<file path="config.mk">
export PLATFORM = sky130hd
export DESIGN_NAME = sevenseg_hexdec_decoder
export DESIGN_NICKNAME = d
export VERILOG_FILES = /design/src/rtl/sevenseg_hexdec_decoder.sv
export SDC_FILE = /design/constraint.sdc
export NUM_CORES = 1
export LEC_CHECK = 0
export CAP_MARGIN = 20
export CORE_ASPECT_RATIO = 1.75
export CORE_MARGIN = 2
export CORE_UTILIZATION = 41
export DETAILED_ROUTE_END_ITERATION = 10
export GPL_TIMING_DRIVEN = 0
export HOLD_SLACK_MARGIN = 0.12
export PLACE_DENSITY = 0.84
export SETUP_SLACK_MARGIN = 0.15
export SLEW_MARGIN = 40
export SYNTH_ARGS = -nofsm -noshare
export SYNTH_HDL_FRONTEND = slang
export SYNTH_SLANG_ARGS = --single-unit
</file>
<file path="constraint.sdc">
create_clock -name clk -period 2.42 [get_ports clk]
set_clock_uncertainty 0.05 [all_clocks]
set_input_delay 0.484 -clock clk [delete_from_list [all_inputs] [get_ports clk]]
set_output_delay 0.484 -clock clk [all_outputs]
set_load 0.01 [all_outputs]
</file>
<file path="src/rtl/sevenseg_hexdec_decoder.sv">
// Registered 4-bit decoder: one hex glyph on discrete segments a..g, plus a
// two-digit decimal rendering (tens/units) of the same value on 8-bit buses.
module sevenseg_hexdec_decoder #(
  parameter int BLANK_LEADING_ZERO = 1,
  parameter int ACTIVE_LOW         = 0
) (
  input  logic       clk,
  input  logic       rst,
  input  logic       A,
  input  logic       B,
  input  logic       C,
  input  logic       D,
  output logic       a,
  output logic       b,
  output logic       c,
  output logic       d,
  output logic       e,
  output logic       f,
  output logic       g,
  output logic [7:0] segh,
  output logic [7:0] segl
);

  localparam logic [6:0] GLYPH_BLANK = 7'h00;
  localparam logic [6:0] GLYPH_ONE   = 7'h06;
  localparam logic [6:0] GLYPH_ZERO  = 7'h3F;

  // Polarity mask covers every segment bit including dp, so reset and decode
  // share one inversion point.
  localparam logic [6:0] HEX_MASK = (ACTIVE_LOW != 0) ? 7'h7F : 7'h00;
  localparam logic [7:0] BUS_MASK = (ACTIVE_LOW != 0) ? 8'hFF : 8'h00;

  // Active-high glyph, bit6 = g down to bit0 = a.
  function automatic logic [6:0] glyph(input logic [3:0] code);
    logic [6:0] seg;
    case (code)
      4'h0:    seg = 7'h3F;
      4'h1:    seg = 7'h06;
      4'h2:    seg = 7'h5B;
      4'h3:    seg = 7'h4F;
      4'h4:    seg = 7'h66;
      4'h5:    seg = 7'h6D;
      4'h6:    seg = 7'h7D;
      4'h7:    seg = 7'h07;
      4'h8:    seg = 7'h7F;
      4'h9:    seg = 7'h6F;
      4'hA:    seg = 7'h77;
      4'hB:    seg = 7'h7C;
      4'hC:    seg = 7'h39;
      4'hD:    seg = 7'h5E;
      4'hE:    seg = 7'h79;
      default: seg = 7'h71;
    endcase
    return seg;
  endfunction

  // Splits 0..15 into tens (0/1) and units (0..9); returns {tens, units}.
  function automatic logic [4:0] dec_split(input logic [3:0] code);
    logic       tens;
    logic [3:0] units;
    tens  = (code >= 4'd10);
    units = tens ? (code - 4'd10) : code;
    return {tens, units};
  endfunction

  function automatic logic [7:0] tens_bus(input logic tens);
    logic [6:0] seg;
    if (tens)
      seg = GLYPH_ONE;
    else if (BLANK_LEADING_ZERO != 0)
      seg = GLYPH_BLANK;
    else
      seg = GLYPH_ZERO;
    return {1'b0, seg};
  endfunction

  logic [3:0] v_p0;
  logic [4:0] split_p0;
  logic [6:0] hex_p0;
  logic [7:0] segh_p0;
  logic [7:0] segl_p0;

  // Stage p0: combinational decode of the input code.
  always_comb begin
    v_p0     = {A, B, C, D};
    split_p0 = dec_split(v_p0);
    hex_p0   = glyph(v_p0) ^ HEX_MASK;
    segh_p0  = tens_bus(split_p0[4]) ^ BUS_MASK;
    segl_p0  = {1'b0, glyph(split_p0[3:0])} ^ BUS_MASK;
  end

  logic [6:0] hex_p1;
  logic [7:0] segh_p1;
  logic [7:0] segl_p1;

  // Stage p1: output register; reset drives the blank pattern in the
  // selected polarity.
  always_ff @(posedge clk) begin
    if (rst) begin
      hex_p1  <= GLYPH_BLANK ^ HEX_MASK;
      segh_p1 <= 8'h00 ^ BUS_MASK;
      segl_p1 <= 8'h00 ^ BUS_MASK;
    end else begin
      hex_p1  <= hex_p0;
      segh_p1 <= segh_p0;
      segl_p1 <= segl_p0;
    end
  end

  assign {g, f, e, d, c, b, a} = hex_p1;
  assign segh = segh_p1;
  assign segl = segl_p1;

endmodule

</file>
Word-level counts from Yosys, hierarchy flattened
Memory sizes are Yosys's and may differ from the RTL's. A register that Yosys moved wholly into a read port is not among the register bits.
Index checks and enable logic that the tools add are counted.
W data, S select, Z words.
{"block": "totals", "ff_bits": 9, "rom_bits": 224, "input_bits": 6, "out_inout_bits": 23, "wordCells": 9, "mem_count": 2}
{"block": "classes", "add_sub_neg": 1, "order_cmp": 1, "mux": 2}
{"name": "(name not given)", "words": 16, "width": 7, "read_ports": 1, "rd_clocked_by_memory_dff": 1, "wr": 0, "line_no": "36", "source": "case (code)"}
{"name": "(name not given)", "words": 16, "width": 7, "read_ports": 1, "rd_clocked_by_memory_dff": 1, "wr": 0, "line_no": "36"}
{"op": "$ge A4 B4 Y1 const B", "n": 1}
{"op": "$mux W4", "n": 1}
{"op": "$sub A4 B4 Y4 const B", "n": 1}
{"op": "$mux W3", "n": 1}

Longest topological paths before layout
{"block": "logic_depth", "word_depth": 2, "mapped_depth": 9, "depth_no_buf": 8}

Least setup slack after synthesis
OpenSTA, ideal clock, no wires.
{"block": "synth_timing", "path_kind": "input -> register", "from": "input port D", "to": "register segl_p1[6], in the netlist segl[6]", "setup_time_ps": 79, "t_arrival_ps": 2230, "required_time_ps": 2291, "setup_slack_ps": 61, "stages": 9, "path_buffers": 1, "path_cell_list": "clkbuf_1 > inv_1 > ha_1 > nor2_1 > o21a_1 > inv_1 > ha_1 > mux2_4 > a211oi_2"}
{"block": "synth_between", "elab_chain_len": 2, "elab_cells_between_ends": 3, "cone_classes": "add/sub: 1; order compare: 1; mux: 1"}
{"element": "start, declared", "line_no": "12", "source": "input logic D,"}
{"element": "$sub A4 B4 Y4 / $ge A4 B4 Y1 (equally long branches)", "line_no": "62, 61"}
{"element": "$mux W4 *", "line_no": "62", "source": "units = tens ? (code - 4'd10) : code;"}
{"element": "end, declared", "line_no": "94", "source": "logic [7:0] segl_p1;"}
Mark *: on every way between the ends. The rest lies on a longest branch, timed or not.
A chain may end at the register's enable or synchronous reset.

Worst setup path in the final report
Ends and elaborated chain as after synthesis.

==> impl_results.md <==
* Met3 usage at 0.0195
* CTS Sinks at 15
* Crit path arrival time at 2300 ps
* Die area at ~0.0028 mm2
* DR vias/cell at roughly 5.7
* End of the critical path: segl[6]
* Post-synthesis async set-or-reset flop share at 0
* Simple-gate area share of the yosys netlist at 0.136
* Gate power share at 0.322
* Synth area leader: dfxtp_1
* Hold Crit Class: in -> reg
* Seq pwr share at 0.394
* Vias in the first global route at around 900
* Ys Warns at 0
* Syn Inst Count at 106
* Post-route cell area at roughly 0.0014 mm2
* Switch share at 0.286
* Main combinational cell family by area after synthesis: compound AO/OA/AOI/OAI gates
* Startpoint class of the critical path: primary input
* First-pass GRT wire length at roughly 3700 um
* Vias after detailed routing at ~950
* Hold_buf cts at 0
* Synth top cells by count: dfxtp_1, ha_1, buf_4
* Syn_area_per_cell at 9.17 um2
* Nets at approximately 160
* Clock share of power at 0.284
* Clk slew on worst S/H paths at roughly 60 ps
* Global-route usage over all layers at 0.189
* RePlAce Congestion at 0.862
* P_int at 500 uW
* Unique masters post-synth at 37
* Grt met1 use at 0.181
* Post-Route WL at roughly 2300 um
* # IOs at 29
* Die height at about 70 um
* Post-synthesis compound-gate area fraction at 0.234
* Post-route minimum period at between 2000 and 2500 ps
* Ant. Diodes at 0
* Final worst slack at 239 ps
* Maximum VDD drop at roughly 210 uV
* Slew Viols, Final at 0
* Switching power at about 200 uW
* Antenna violations before repair at 0
* DP Area at 0.00124 mm2
* Critical path required time at about 2500 ps
* Starting Density at 0.428
* Kind of critical path: in -> reg
* Xor/xnor share of the synthesized area at 0.00901
* Hold Violations, Final at 0
* Top cell type's share of synthesized area at 0.309
* Final antenna-violating net count at 0
* Largest net degree at the start of global routing at 11
* Max Freq at 459 MHz
* Leak Pwr at about 0.0006 uW
* Status: completed
* Dpl ws at -717 ps
* Die X at 40.8 um
* Mux contribution to synthesized area at 0.0489
* M2 GR Usage at 0.316
* Max-cap violations at 0
* WL/cell at 13.9 um
* Final HPWL DP at around 1700 um
* CTS max path bufs at 2
* Busiest grt layer: met2
* Pwr/cell area at about 510 mW/mm2
* Synth Flop Type: dfxtp_1
* Htree depth at 1
* CP Max Fanout at 10
* Clock Tree Root: clkbuf_8
* Crit path from: D
* Number of flops mapped to enable cells by yosys at 0
* Dominant cells by area after synthesis: dfxtp_1, ha_1, buf_4
* Worst setup EP type: flip-flop
* #FFs+latches synth at 15
* Count leader, synth: dfxtp_1
* # DRC at 0
* Sequential area share after synthesis at 0.309
* Worst hold slack at 721 ps
* RSZ-0062 raised after global routing: no
* DR pass1 iterations at 4
* Row count at 23
* Post-Synth Adder-Cell Area at 0.129
* Share of post-route cells with drive strength above 1 at 0.270
* CTS tree: yes
* Synth Cell Area at around 970 um2
* Synth-to-Final Area Change at 40.9%
* PortBufs at 21
* Period utilization at 0.901
* Iter 0 DRT Violations at 25
* Final Setup Violations at 0
* Power Total at between 700 and 800 uW
* Num CTS Buffers at 3
* Core area at approximately 0.0023 mm2
* Remaining Overflow, GRT at 0
* Final Util at 0.603
worst max-delay path, cell delays in order:
cell             delay, ps
clkdlybuf4s15_2        240
clkbuf_8               180
inv_2                  100
ha_4                   200
nor3_4                 260
a211o_1                170
buf_6                  140
mux2_4                 310
a211oi_2               220
timing repair:
item | 4_1_cts | 5_1_grt
pin swaps | 1 | 0
setup endpoints to repair | 7 | 5
gates resized for setup | 12 | 8
buffers inserted | 4 | 0
endpoints found under the hold margin | 0 | 0
area by class of cell:
type | count | area, um2
tap | 25 | 31.3
timing repair buffer | 25 | 235
clock buffer | 3 | 41.3
sequential | 15 | 300
clock inverter | 1 | 5.00
inverter | 7 | 30.0
fill | 187 | 903
buffer | 14 | 116
multi-input combinational | 76 | 611
worst min path at each step:
stage / startpoint / end / depth (start not counted)
2_1_floorplan: rst / segl[1] / 1
3_3_place_gp: rst / segl[1] / 2
3_5_place_dp: rst / segl[1] / 2
4_1_cts: D / segl[1] / 4
5_1_grt: C / hex_p1[1] / 3
6_report: C / segh[1] / 3
through the flow:
step           cells  setup TNS (ps)
3_3_place_gp     158           -3510
2_1_floorplan    112               0
6_report         166               0
5_1_grt          166               0
3_5_place_dp     158           -3930
4_1_cts          166               0
flip-flops by register name, indices dropped and copies added, names as in the netlist:
| signal | count |
|---|---|
| segh | 1 |
| hex_p1 | 7 |
| segl | 7 |
metal layers:
metal | up-vias | share of wire
met5 | - | 0
met4 | 0 | 0.043
met3 | 13 | 0.042
met2 | 50 | 0.56
met1 | 447 | 0.36
li1 | 439 | -
cells by family after synthesis:
kind of cell    count (synthesis)
mux                             3
flops                          15
simple gates                   25
compound gates                 30
other cells                     1
buf+inv                        21
fa+ha+maj                      10
xor+xnor                        1
cell usage in the layout, fill, tap and decap left out, drive strengths merged, types with 6 or more instances in the layout:
cell | netlist | routed
dfxtp | 15 | 15
a211oi | 8 | 8
clkbuf | 2 | 6
inv | 7 | 6
clkdlybuf4s50 | 0 | 18
nor2 | 7 | 7
buf | 12 | 16
nand2 | 7 | 7
conb | 1 | 7
ha | 10 | 10
power by group through the flow:
stage / sequential (uW) / combinational [uW] / clock [uW]
after floorplan: 294 / 112 / 0
after global placement: 280 / 197 / 0
after CTS: 276 / 216 / 201
after detailed placement: 282 / 204 / 0
final: 276 / 226 / 199
after global routing: 278 / 243 / 211
(Power assumes the default switching activity.)
